$ cat src/rtl/alu_sequencer.sv
// Sequencer that steps an 8-entry program through an external combinational ALU.
// Holds the program memory, accumulator, last result and sticky overflow flag.
module alu_sequencer (
    input  logic       clk,
    input  logic       rst,
    input  logic       prog_we,
    input  logic [2:0] prog_addr,
    input  logic [7:0] prog_data,
    input  logic       start,
    output logic [7:0] alu_op,
    output logic [3:0] alu_x,
    output logic [3:0] alu_y,
    input  logic [7:0] alu_result,
    output logic [3:0] acc,
    output logic [7:0] result,
    output logic       busy,
    output logic       done,
    output logic       err,
    output logic       ovf
);

    typedef enum logic [2:0] {
        ST_IDLE,
        ST_FETCH,
        ST_EXEC,
        ST_DONE,
        ST_ERROR
    } state_t;

    localparam logic [3:0] OP_ADD  = 4'd0;
    localparam logic [3:0] OP_MUL  = 4'd2;
    localparam logic [3:0] OP_DIV  = 4'd3;
    localparam logic [3:0] OP_MOD  = 4'd10;
    localparam logic [3:0] OP_ALU_MAX = 4'd12;
    localparam logic [3:0] OP_LDI  = 4'd13;
    localparam logic [3:0] OP_HALT = 4'd15;
    localparam logic [7:0] HALT_WORD = 8'hF0;

    state_t     state;
    state_t     next_state;
    logic [7:0] mem [8];
    logic [2:0] pc;
    logic [7:0] ir;

    logic       idle_like;
    logic       accept;
    logic [7:0] fetch_word;
    logic [3:0] fetch_op;
    logic [3:0] fetch_operand;
    logic [3:0] exec_op;

    assign idle_like     = (state == ST_IDLE) || (state == ST_DONE) || (state == ST_ERROR);
    // A simultaneous program write wins over start; the start request is dropped.
    assign accept        = idle_like && start && !prog_we;
    assign fetch_word    = mem[pc];
    assign fetch_op      = fetch_word[7:4];
    assign fetch_operand = fetch_word[3:0];
    assign exec_op       = ir[7:4];

    assign busy = (state == ST_FETCH) || (state == ST_EXEC);
    assign done = (state == ST_DONE);
    assign err  = (state == ST_ERROR);

    always_ff @(posedge clk) begin
        if (rst) begin
            state <= ST_IDLE;
        end else begin
            state <= next_state;
        end
    end

    always_comb begin
        // NOTE: default assignment first so every path drives next_state and no latch is inferred.
        next_state = state;
        unique case (state)
            ST_IDLE, ST_DONE, ST_ERROR: begin
                if (accept) next_state = ST_FETCH;
            end
            ST_FETCH: begin
                if (fetch_op == OP_HALT) begin
                    next_state = ST_DONE;
                end else if ((fetch_op == OP_DIV || fetch_op == OP_MOD) && fetch_operand == 4'd0) begin
                    next_state = ST_ERROR;
                end else begin
                    next_state = ST_EXEC;
                end
            end
            ST_EXEC: begin
                next_state = (pc == 3'd7) ? ST_DONE : ST_FETCH;
            end
            default: next_state = ST_IDLE;
        endcase
    end

    // NOTE: reset here is a functional requirement (memory must come up full of HALT),
    // so this array is built from flops rather than an inferred RAM.
    always_ff @(posedge clk) begin
        if (rst) begin
            for (int i = 0; i < 8; i++) begin
                mem[i] <= HALT_WORD;
            end
        end else if (prog_we && idle_like) begin
            mem[prog_addr] <= prog_data;
        end
    end

    // NOTE: sequential state uses non-blocking assignments so all registers update together.
    always_ff @(posedge clk) begin
        if (rst) begin
            pc     <= 3'd0;
            ir     <= 8'h00;
            acc    <= 4'h0;
            result <= 8'h00;
            alu_op <= 8'h00;
            alu_x  <= 4'h0;
            alu_y  <= 4'h0;
            ovf    <= 1'b0;
        end else begin
            unique case (state)
                ST_IDLE, ST_DONE, ST_ERROR: begin
                    if (accept) begin
                        pc     <= 3'd0;
                        acc    <= 4'h0;
                        result <= 8'h00;
                        ovf    <= 1'b0;
                    end
                end
                ST_FETCH: begin
                    ir <= fetch_word;
                    // ALU drive is only presented for pass-through opcodes that reach EXEC.
                    if (next_state == ST_EXEC && fetch_op <= OP_ALU_MAX) begin
                        alu_op <= {4'h0, fetch_op};
                        alu_x  <= acc;
                        alu_y  <= fetch_operand;
                    end else begin
                        alu_op <= 8'h00;
                        alu_x  <= 4'h0;
                        alu_y  <= 4'h0;
                    end
                end
                ST_EXEC: begin
                    pc     <= pc + 3'd1;
                    alu_op <= 8'h00;
                    alu_x  <= 4'h0;
                    alu_y  <= 4'h0;
                    if (exec_op <= OP_ALU_MAX) begin
                        result <= alu_result;
                        acc    <= alu_result[3:0];
                        if ((exec_op == OP_ADD || exec_op == OP_MUL) && alu_result[7:4] != 4'h0) begin
                            ovf <= 1'b1;
                        end
                    end else if (exec_op == OP_LDI) begin
                        acc    <= ir[3:0];
                        result <= {4'h0, ir[3:0]};
                    end
                end
                default: begin
                end
            endcase
        end
    end

endmodule

$ cat config.mk
export PLATFORM = sky130hd
export DESIGN_NAME = alu_sequencer
export DESIGN_NICKNAME = d
export VERILOG_FILES = /design/src/rtl/alu_sequencer.sv
export SDC_FILE = /design/constraint.sdc
export NUM_CORES = 1
export LEC_CHECK = 0
export CORE_UTILIZATION = 35
export DETAILED_ROUTE_END_ITERATION = 8
export PLACE_DENSITY = 0.64
export SLEW_MARGIN = 20
export SYNTH_ARGS = -nofsm -noshare
export SYNTH_HDL_FRONTEND = slang
export SYNTH_SLANG_ARGS = --single-unit
$ cat constraint.sdc
create_clock -name clk -period 2.9 [get_ports clk]
set_input_delay 0.29 -clock clk [delete_from_list [all_inputs] [get_ports clk]]
set_output_delay 0.29 -clock clk [all_outputs]
set_load 0.02 [all_outputs]
==> run summary, run 1 <==
First-pass GRT wire length = 15,300 µm
Chip Width = 116 µm
Via count = 2,933
Die area = 13,600 µm²
Synth warn = 0
Max Clk Rate = 386 MHz
Critical path's slowest cell = or4b_1
Top cells by area, synth = edfxtp_1, dfxtp_1, mux4_2
Critical Path Sink Type = flip-flop
Met3 usage = 3.58%
Detailed Route Iter0 Violations = 177
Setup violations, final = 0
Syn-to-layout area delta = 21.6%
Dpl ws = 0.296 ns
Critical Path RT = 2.91 ns
Vias in the first global route = 2,903
Post-CTS Setup Inserts = 0
Worst Hold Slack = 0.442 ns
Gate Count Post-Synth = 363
I/O Buffers = 50
Met1 global-route usage = 18.2%
Synth cell types = 46
PostCTS Resize Cnt = 0
Status = finished, final reports clean
Layout cells sized above 1 = 16.2%
WP depth = 5
Synthesized flop and latch total = 102
Yosys top cell by area = edfxtp_1
Io pins = 55
N_diodes = 0
Setup ws final = 0.307 ns
DRC viols = 0
Clock Skews = 0.00892 ns
# rows = 41
Final wirelength = 9700 µm
Yosys top cell area share = 41.9%
Clock Path Buffers = 2
Cell count of the worst hold path = 2
Final HPWL DP = 7160 µm
PD cells = 557 nW/µm²
Mapped cell area = 4580 µm²
Hold_buf cts = 0
Critical path peak fanout = 10
Crit path launch type = flip-flop
Final period utilization = 89.4%
Clock Sinks = 102
Core area = 12,700 µm²
CP most frequent cell = nor2_1
Fillers = 1,188
Avg Vias per Cell = 4.95
Antenna Nets Post-Route = 0
Max_cap viols = 0
Worst-case reg-to-reg path depth = 5
Total power = 3.10 mW
Die Height = 116 µm
CTS H-tree depth = 3
Data arrival, critical path = 2.61 ns
Nets = 441
Setup TNS = 0 ns
CTS Buf Count = 9
Measured slew at the worst slew-check pin = 0.763 ns
Insertion delay to the later sink of the worst-skew pair = 0.35 ns
WP buf/inv = 0
Critical Path, Cell by Cell = nor2_1 > o21ba_1 > or4b_1 > nor2_1 > or2_1
Syn_area_per_cell = 12.6 µm²
Hold crit path type = reg -> reg
Final hold violations = 0
Largest stage delay, worst path = 0.72 ns
Largest net degree at the start of global routing = 25
LEAKAGE = 1.75 nW
Unrepaired setup endpoints after global routing = false
Register area share after synthesis = 58.5%
Antenna violations before repair = 0
Initial core utilization = 36.2%
Root Buffer = clkbuf_16
Gr busiest metal = met2
Worst-path clk slew = 0.07 ns
CTS tree = done
Final critical-path required period = 2.59 ns
Total global routing overflow = 0
Crit Path Class = reg -> reg
Final Slew Violations = 0
Routed len/inst = 16.4 µm
Met2 GRT Util = 27.2%
Crit path max-delay family = simple AND/OR/NAND/NOR gates
GRT Total Usage = 15.4%
DR pass1 iterations = 4
GP Congestion = 0.753
Rel. slew slack = 48.9%
VDD IR-drop max = 0.352 mV
tightest hold or removal path, delay by kind of cell, from the launching register on:
family | cells | cell delay [ns]
flip-flops | 1 | 0.31
AND/OR/NAND/NOR | 1 | 0.05
AO/OA/AOI/OAI | 1 | 0.05
state kept, by name (all words and copies together), names as in the netlist, named ones only:
register and cells:
mem 64, ovf 1, alu_y 4, acc 3, ir 8, alu_x 4, state 3, alu_op 4
pc 3, result 5
kinds of logic after synthesis:
group	Yosys count	share of synthesized area, %
adders and majority gates	2	0.546
and+or+nand+nor	155	18.8
muxes	30	12.2
AOI/OAI and AO/OA	45	6.39
other	1	0.0818
xor gates and xnor gates	1	0.191
buffers and inverters	27	3.25
DFF	102	58.5
synthesized netlist by cell type, drive strengths merged:
master and instances:
buf 12, xnor2 1, mux2i 6, dfxtp 38, o21ai 13, inv 2, nand3 12, conb 1
a211oi 7, nand2b 13, o21a 1, o21ba 1, o31ai 2, nor3 5, or2 9, clkbuf 13
nand4 1, or3 26, and2 34, a21oi 10, ha 2, a31oi 2, mux2 8, edfxtp 64
or4b 1, nor4 5, or4 1, nand4bb 1, o211ai 2, nor2 23, mux4 16, a22oi 5
a32o 1, nor2b 1, nand2 23, a21o 1
layout make-up:
type / instances / area, µm² / area share [%]
flip-flops and latches: 102 / 2680 / 48.1
multi-input cells: 237 / 1770 / 31.7
repair buffers: 64 / 606 / 10.9
clock buffers: 11 / 233 / 4.18
well taps: 172 / 215 / 3.86
clock inverters: 5 / 60.1 / 1.08
inverters: 2 / 7.51 / 0.135
report_power, final:
part / total [mW] / internal, mW / switching [mW] / leakage (nW)
logic: 0.289 / 0.123 / 0.166 / 0.738
clock network: 1.20 / 0.671 / 0.527 / 0.140
registers: 1.61 / 1.59 / 0.0275 / 0.872
cell usage in the layout (no fill, tap or decap), types with 3 or more instances in the layout:
cell / count
edfxtp_1: 64
clkdlybuf4s50_1: 50
dfxtp_1: 38
and2_1: 34
or3_1: 26
nor2_1: 23
nand2_1: 23
mux4_2: 16
buf_4: 14
nand2b_1: 13
nand3_1: 12
o21ai_1: 11
a21oi_1: 10
clkbuf_16: 9
mux2_2: 8
a211oi_1: 6
or2_2: 5
a22oi_1: 5
or2_1: 4
mux2i_4: 4
nor4_1: 4
conb_1: 4
nor3_1: 3
through the flow:
stage	util, %	instances	cell area [µm²]
final	44.0	593	5570
after global placement	41.6	577	5270
after detailed placement	41.7	577	5280
after global routing	44.0	593	5570
after CTS	44.0	593	5570
after floorplan	-	366	4590
metal layers:
layer / routed length, µm / vias up / share of wire, %
met5: 0 / - / 0
met4: 167 / 0 / 1.7
met3: 526 / 14 / 5.4
met1: 4250 / 1416 / 44
met2: 4750 / 75 / 49
li1: - / 1428 / -
final timing paths:
kind | end | start | slack (ns)
worst max-delay path | mem[6][1] | state[0] | 0.31
worst min-delay path | alu_x[3] | alu_x[3] | 0.44
worst max register to register | mem[6][1] | state[0] | 0.31
worst min register to register | alu_x[3] | alu_x[3] | 0.44
Power figures use the tool's default switching activity.
==> run 2, diff against run 1 <==
Settings changed: CAP_MARGIN set to 20.
==> results of run 2 <==
Final layout, timing and power as in run 1 (identical DEF).
